<file path="src/rtl/term_pkg.sv">
// Shared definitions for the terminal character-buffer writer: control codes,
// buffer geometry, FSM state encoding and cursor operation codes.
package term_pkg;

  // Physical character buffer is always 64 columns x 32 rows.
  localparam int BUF_COLS = 64;
  localparam int BUF_ROWS = 32;
  localparam int COL_W    = $clog2(BUF_COLS);
  localparam int ROW_W    = $clog2(BUF_ROWS);
  localparam int ADDR_W   = COL_W + ROW_W;

  localparam logic [7:0] CH_BS    = 8'h08;
  localparam logic [7:0] CH_TAB   = 8'h09;
  localparam logic [7:0] CH_LF    = 8'h0A;
  localparam logic [7:0] CH_FF    = 8'h0C;
  localparam logic [7:0] CH_CR    = 8'h0D;
  localparam logic [7:0] CH_SPACE = 8'h20;

  typedef enum logic [1:0] {
    ST_IDLE,
    ST_CLR_LINE,
    ST_CLR_SCREEN
  } state_t;

  typedef enum logic [2:0] {
    CUR_NONE,
    CUR_PRINT,
    CUR_CR,
    CUR_LF,
    CUR_BS,
    CUR_TAB,
    CUR_HOME
  } cursor_op_t;

  function automatic logic is_printable(input logic [7:0] b);
    return ((b >= 8'h20) && (b <= 8'h7E)) || b[7];
  endfunction

endpackage

</file>
<file path="src/rtl/term_cursor.sv">
// Cursor position register and all cursor arithmetic: printable advance with
// end-of-line wrap, carriage return, line feed, backspace, tab stops and home.
module term_cursor
  import term_pkg::*;
#(
  parameter int COLS = 60,
  parameter int ROWS = 17
) (
  input  logic             i_clk,
  input  logic             i_rst,
  input  logic [2:0]       i_op,
  output logic [COL_W-1:0] o_cur_x,
  output logic [ROW_W-1:0] o_cur_y,
  output logic             o_at_eol,
  output logic             o_can_bs,
  output logic [COL_W-1:0] o_bs_x
);

  localparam logic [COL_W-1:0] LAST_COL = COL_W'(COLS - 1);
  localparam logic [ROW_W-1:0] LAST_ROW = ROW_W'(ROWS - 1);

  cursor_op_t       op;
  logic [COL_W-1:0] x_d;
  logic [ROW_W-1:0] y_d;
  logic [ROW_W-1:0] y_inc;
  logic [COL_W:0]   tab_stop;
  logic [COL_W-1:0] tab_x;

  assign op       = cursor_op_t'(i_op);
  assign o_at_eol = (o_cur_x == LAST_COL);
  assign o_can_bs = |o_cur_x;
  assign o_bs_x   = o_cur_x - COL_W'(1);

  // Row advance wraps from the last visible row back to the top.
  assign y_inc = (o_cur_y == LAST_ROW) ? '0 : o_cur_y + ROW_W'(1);

  // Next multiple of 8, computed one bit wider so the stop past column 63
  // is still visible to the saturation compare.
  assign tab_stop = {1'b0, o_cur_x[COL_W-1:3], 3'b000} + (COL_W + 1)'(8);
  assign tab_x    = (tab_stop >= {1'b0, LAST_COL}) ? LAST_COL : tab_stop[COL_W-1:0];

  always_comb begin
    // NOTE: every signal gets a default first so no path leaves it unassigned and infers a latch.
    x_d = o_cur_x;
    y_d = o_cur_y;
    case (op)
      CUR_PRINT: begin
        if (o_at_eol) begin
          x_d = '0;
          y_d = y_inc;
        end else begin
          x_d = o_cur_x + COL_W'(1);
        end
      end
      CUR_CR:   x_d = '0;
      CUR_LF:   y_d = y_inc;
      CUR_BS:   if (o_can_bs) x_d = o_bs_x;
      CUR_TAB:  x_d = tab_x;
      CUR_HOME: begin
        x_d = '0;
        y_d = '0;
      end
      default: ;
    endcase
  end

  always_ff @(posedge i_clk) begin
    // NOTE: non-blocking assignments so every register samples pre-edge values.
    if (i_rst) begin
      o_cur_x <= '0;
      o_cur_y <= '0;
    end else begin
      o_cur_x <= x_d;
      o_cur_y <= y_d;
    end
  end

endmodule

</file>
<file path="src/rtl/term_writer.sv">
// Byte-stream to character-buffer writer: decodes received bytes, drives the
// buffer write port and sequences line and full-screen clears.
module term_writer
  import term_pkg::*;
#(
  parameter int COLS           = 60,
  parameter int ROWS           = 17,
  parameter int CLEAR_ON_RESET = 1
) (
  input  logic              i_clk,
  input  logic              i_rst,
  input  logic [7:0]        i_data,
  input  logic              i_valid,
  output logic              o_ready,
  output logic [ADDR_W-1:0] o_address,
  output logic [7:0]        o_data,
  output logic              o_we,
  output logic [COL_W-1:0]  o_cur_x,
  output logic [ROW_W-1:0]  o_cur_y
);

  localparam state_t RESET_STATE = (CLEAR_ON_RESET != 0) ? ST_CLR_SCREEN : ST_IDLE;

  state_t            state;
  state_t            next_state;
  logic [ADDR_W-1:0] clr_cnt;
  logic [ADDR_W-1:0] clr_cnt_d;
  logic              we_d;
  logic [7:0]        data_d;
  logic [ADDR_W-1:0] addr_d;
  cursor_op_t        cur_op;
  logic              accept;
  logic              at_eol;
  logic              can_bs;
  logic [COL_W-1:0]  bs_x;

  term_cursor #(
    .COLS (COLS),
    .ROWS (ROWS)
  ) u_cursor (
    .i_clk    (i_clk),
    .i_rst    (i_rst),
    .i_op     (cur_op),
    .o_cur_x  (o_cur_x),
    .o_cur_y  (o_cur_y),
    .o_at_eol (at_eol),
    .o_can_bs (can_bs),
    .o_bs_x   (bs_x)
  );

  assign o_ready = (state == ST_IDLE) && !i_rst;
  assign accept  = i_valid && o_ready;

  always_comb begin
    next_state = state;
    clr_cnt_d  = clr_cnt;
    we_d       = 1'b0;
    data_d     = o_data;
    addr_d     = o_address;
    cur_op     = CUR_NONE;

    case (state)
      ST_IDLE: begin
        if (accept) begin
          if (is_printable(i_data)) begin
            we_d   = 1'b1;
            data_d = i_data;
            addr_d = {o_cur_y, o_cur_x};
            cur_op = CUR_PRINT;
            // The wrapping write also moves to a fresh row, which must be blanked.
            if (at_eol) begin
              next_state = ST_CLR_LINE;
              clr_cnt_d  = '0;
            end
          end else begin
            case (i_data)
              CH_CR:  cur_op = CUR_CR;
              CH_TAB: cur_op = CUR_TAB;
              CH_LF: begin
                cur_op     = CUR_LF;
                next_state = ST_CLR_LINE;
                clr_cnt_d  = '0;
              end
              CH_BS: begin
                if (can_bs) begin
                  we_d   = 1'b1;
                  data_d = CH_SPACE;
                  addr_d = {o_cur_y, bs_x};
                  cur_op = CUR_BS;
                end
              end
              CH_FF: begin
                next_state = ST_CLR_SCREEN;
                clr_cnt_d  = '0;
              end
              default: ;
            endcase
          end
        end
      end

      // Blanks all 64 physical columns of the cursor row, including the
      // invisible ones beyond COLS.
      ST_CLR_LINE: begin
        we_d      = 1'b1;
        data_d    = CH_SPACE;
        addr_d    = {o_cur_y, clr_cnt[COL_W-1:0]};
        clr_cnt_d = clr_cnt + ADDR_W'(1);
        if (clr_cnt[COL_W-1:0] == '1) begin
          next_state = ST_IDLE;
        end
      end

      ST_CLR_SCREEN: begin
        we_d      = 1'b1;
        data_d    = CH_SPACE;
        addr_d    = clr_cnt;
        clr_cnt_d = clr_cnt + ADDR_W'(1);
        if (clr_cnt == '1) begin
          next_state = ST_IDLE;
          cur_op     = CUR_HOME;
        end
      end

      default: next_state = ST_IDLE;
    endcase
  end

  always_ff @(posedge i_clk) begin
    if (i_rst) begin
      state     <= RESET_STATE;
      clr_cnt   <= '0;
      o_we      <= 1'b0;
      o_data    <= '0;
      o_address <= '0;
    end else begin
      state     <= next_state;
      clr_cnt   <= clr_cnt_d;
      o_we      <= we_d;
      o_data    <= data_d;
      o_address <= addr_d;
    end
  end

endmodule

</file>
<file path="config.mk">
export PLATFORM = sky130hd
export DESIGN_NAME = term_writer
export DESIGN_NICKNAME = d
export VERILOG_FILES = /design/src/rtl/term_pkg.sv /design/src/rtl/term_cursor.sv /design/src/rtl/term_writer.sv
export SDC_FILE = /design/constraint.sdc
export NUM_CORES = 1
export LEC_CHECK = 0
export ABC_AREA = 1
export BUFFER_PORTS_ARGS = -buffer_cell sky130_fd_sc_hd__clkbuf_2
export CAP_MARGIN = 5
export CORE_MARGIN = 3
export CORE_UTILIZATION = 35
export DETAILED_ROUTE_END_ITERATION = 8
export HOLD_SLACK_MARGIN = 0.1
export PLACE_DENSITY = 0.57
export SETUP_SLACK_MARGIN = 0.15
export SLEW_MARGIN = 0
export SYNTH_ARGS = -nofsm -noshare
export SYNTH_HDL_FRONTEND = slang
export SYNTH_SLANG_ARGS = --single-unit
</file>
<file path="constraint.sdc">
create_clock -name i_clk -period 2.4 [get_ports i_clk]
set_input_delay 0.48 -clock i_clk [delete_from_list [all_inputs] [get_ports i_clk]]
set_output_delay 0.48 -clock i_clk [all_outputs]
set_load 0.05 [all_outputs]
</file>
==> results.md <==
- Hold violation total from the final report: 0
- WL/cell: 14.1 um
- NetSw: 0.349 mW
- Crit start category: register
- Routability Congestion: around 0.96
- First-pass GRT wire length: 14600 um
- Post-CTS Repair Setup Buffers: 0
- Initial Util: roughly 37%
- Post-route ant nets: 0
- CTS tree: done
- Pin count of the biggest net entering global routing: 27
- Syn Inst Count: 480
- Clock Path Buffers: 2
- Vias per cell: 5.13
- Critical path fanouts, max: 12
- FILL cells: 949
- Num rows: 34
- FF+latch count, synth: 44
- Aggregate global routing overflow: 0
- Crit-path cells: inv_1, ha_1, inv_2, nor2_2, nand2_2, inv_2, nand2_1, nand2_1, nand2_2, buf_4, o21ai_0, nor2_1
- Total power draw: about 1.4 mW
- Cell Count, Final, Fillers Out: 632
- Sequential share of power: 52.6%
- Comb pwr share: a little under 8%
- Synthesized Nets: 503
- Core ar.: 8810 um2
- Worst setup EP type: register
- Clock Power Share: 39.7%
- Reg clk slew, reported paths: ~90 ps
- Slew HR: 66.4%
- Port bufs: 42
- Detailed Place HPWL: 6970 um
- Via count: 3242
- Largest area contributor in the netlist: dfxtp_1
- Unrepaired setup endpoints after global routing: true
- CP max-delay cell: dfxtp_1
- Sequential element share of the synthesized area: 27.4%
- Worst Path Arrival: 2280 ps
- Final period util: 87.3%
- Ranking of synthesized cells by area: dfxtp_1 27%, nand2_1 11%, nand3_1 8.2%
- CP max stage delay: between 300 and 400 ps
- H-tree depth: 2
- Hold_buf cts: 0
- Final min period: 2090 ps
- Pwr Density: around 390 nW/um2
- Die W: 102 um
- Iter 0 DRT Violations: 173
- Kind of critical path: register to register
- Yosys top cell area share: 27.4%
- Internal: 1.07 mW
- DRC viols: 0
- Vias in the first global route: between 3000 and 4000
- Status: completed
- Library cells used by synthesis: 38
- Final wirelength: 8910 um
- GR Util All Layers: 17.7%
- Ant diodes: 0
- Share of post-route cells with drive strength above 1: 23.3%
- Setup_tns: 0 ps
- Worst slew pin tran: 503 ps
- LEAKAGE: 1.67 nW
- Mean Syn Cell Area: between 6 and 7 um2
- R2r worst-path depth: 12
- Fmax: about 480 MHz
- Req. time, crit path: roughly 2600 ps
- Inst Count DP: 626
- Initial antenna violation count: 0
- Final setup violation count: 0
- Clk sinks: 44
- Clock buffer count from CTS: 5
- Synthesis Warnings: 0
- Clock latency on the worst-skew pair: 300 ps
- Worst vdd ir: 0.000209 V
- Root buffer cell: clkbuf_8
- Max Cap Viol: 0
- Die height: 102 um
- Min-delay worst type: input pin to register
- NumNets Final: 548
- Worst Hold Depth: 3
- Syn Std Cell Area: around 3200 um2
- Boundary Pins: 43
- DIE AREA: 10400 um2
- 1st-pass router iterations: 4
- Setup Skew: 6.22 ps
- Synthesis-to-finish area growth: 14.2%
- Slew Viols, Final: 0
- Cells resized by post-CTS repair: 0
- Switching share of power: 24.6%
==> metrics by stage <==
step,hold WS (ps),instance area [um2],util (%),setup slack (ps)
2_1_floorplan,476,3220,-,236
3_3_place_gp,453,3570,40.6,336
3_5_place_dp,455,3570,40.6,297
4_1_cts,451,3670,41.7,311
5_1_grt,464,3670,41.7,133
6_report,450,3670,41.7,305
==> layout by cell type, fill, tap and decap left out, types with 2 or more instances in the layout <==
| master | count |
|---|---|
| clkbuf_8 | 5 |
| o21ai_1 | 11 |
| a21oi_1 | 28 |
| inv_4 | 2 |
| nand3b_1 | 2 |
| ha_1 | 12 |
| nor2_4 | 5 |
| xnor2_1 | 2 |
| clkbuf_2 | 42 |
| nand2_4 | 6 |
| nand2_1 | 90 |
| xor2_1 | 13 |
| nor3_1 | 6 |
| dfxtp_1 | 44 |
| buf_4 | 12 |
| nand4_1 | 6 |
| nor2_2 | 8 |
| inv_1 | 39 |
| nand3_1 | 53 |
| inv_2 | 12 |
| nand3_2 | 4 |
| nand2_2 | 14 |
| nor2_1 | 59 |
| a31oi_1 | 8 |
| o21ai_0 | 22 |
| o22ai_1 | 4 |
| or2_2 | 2 |
| nand3_4 | 3 |
==> power groups by stage <==
stage	registers (mW)	clock network [mW]	logic (mW)
2_1_floorplan	0.777	0	0.0573
3_3_place_gp	0.763	0	0.109
3_5_place_dp	0.763	0	0.110
4_1_cts	0.746	0.576	0.110
5_1_grt	0.747	0.603	0.121
6_report	0.746	0.563	0.110
==> logic make-up (layout without fill, tap and decap cells) <==
kind of cell               count (synthesis)  after routing  synth area share (%)
and+or+nand+nor                          261            261                  41.1
AOI/OAI and AO/OA                         78             78                  13.8
buffers and inverters                     70            114                  9.02
DFF                                       44             44                  27.4
xor gates and xnor gates                  15             15                  4.08
adders and majority gates                 12             12                  4.67
==> final timing paths <==
path             start      endpoint  slack (ps)
min          i_data[4]     o_data[4]         450
max           state[0]  o_address[6]         310
min reg2reg  o_data[7]     o_data[7]         470
max reg2reg   state[0]  o_address[6]         310
==> worst max-delay path: cells and delay by family, from the launching register on <==
| kind | cells | cell delay (ps) |
|---|---|---|
| and+or+nand+nor | 6 | 560 |
| AOI/OAI and AO/OA | 1 | 320 |
| adders and majority gates | 1 | 210 |
| DFF | 1 | 350 |
| buffers and inverters | 4 | 550 |
==> synth_stat cells (all sizes together) <==
library cell  instances
xor2                 13
nor2                 72
nand3                60
nand4                 7
buf                   7
a221oi                1
nand3b                2
clkinv                1
a21oi                29
inv                  53
a211oi                1
clkbuf                9
o22ai                 4
or2                   3
o211ai                1
dfxtp                44
nand2               111
xnor2                 2
a31oi                 8
o21ai                34
ha                   12
nor3                  6
==> final cells by class <==
type	instances	area, um2	area share (%)
sequential	44	881	24.0
multi-input combinational	366	2050	55.7
tap	108	135	3.68
clock buffer	5	68.8	1.87
clock inverter	1	30.0	0.817
inverter	54	213	5.79
timing repair buffer	54	300	8.17
==> registers in the layout, summed over array words and instances (netlist names) <==
name	cells
clr_cnt	11
u_cursor.o_cur_x	6
o_address	11
u_cursor.o_cur_y	5
state	2
o_we	1
o_data	8
==> metal layers <==
| metal | vias to the layer above | wire (um) | GRT usage (%) |
|---|---|---|---|
| li1 | 1654 | - | - |
| met5 | - | 0 | 0 |
| met1 | 1495 | 4460 | 25.4 |
| met2 | 88 | 3990 | 27.4 |
| met3 | 5 | 393 | 3.14 |
| met4 | 0 | 73 | 4.64 |
No activity file was read; power rests on OpenSTA's default activity.
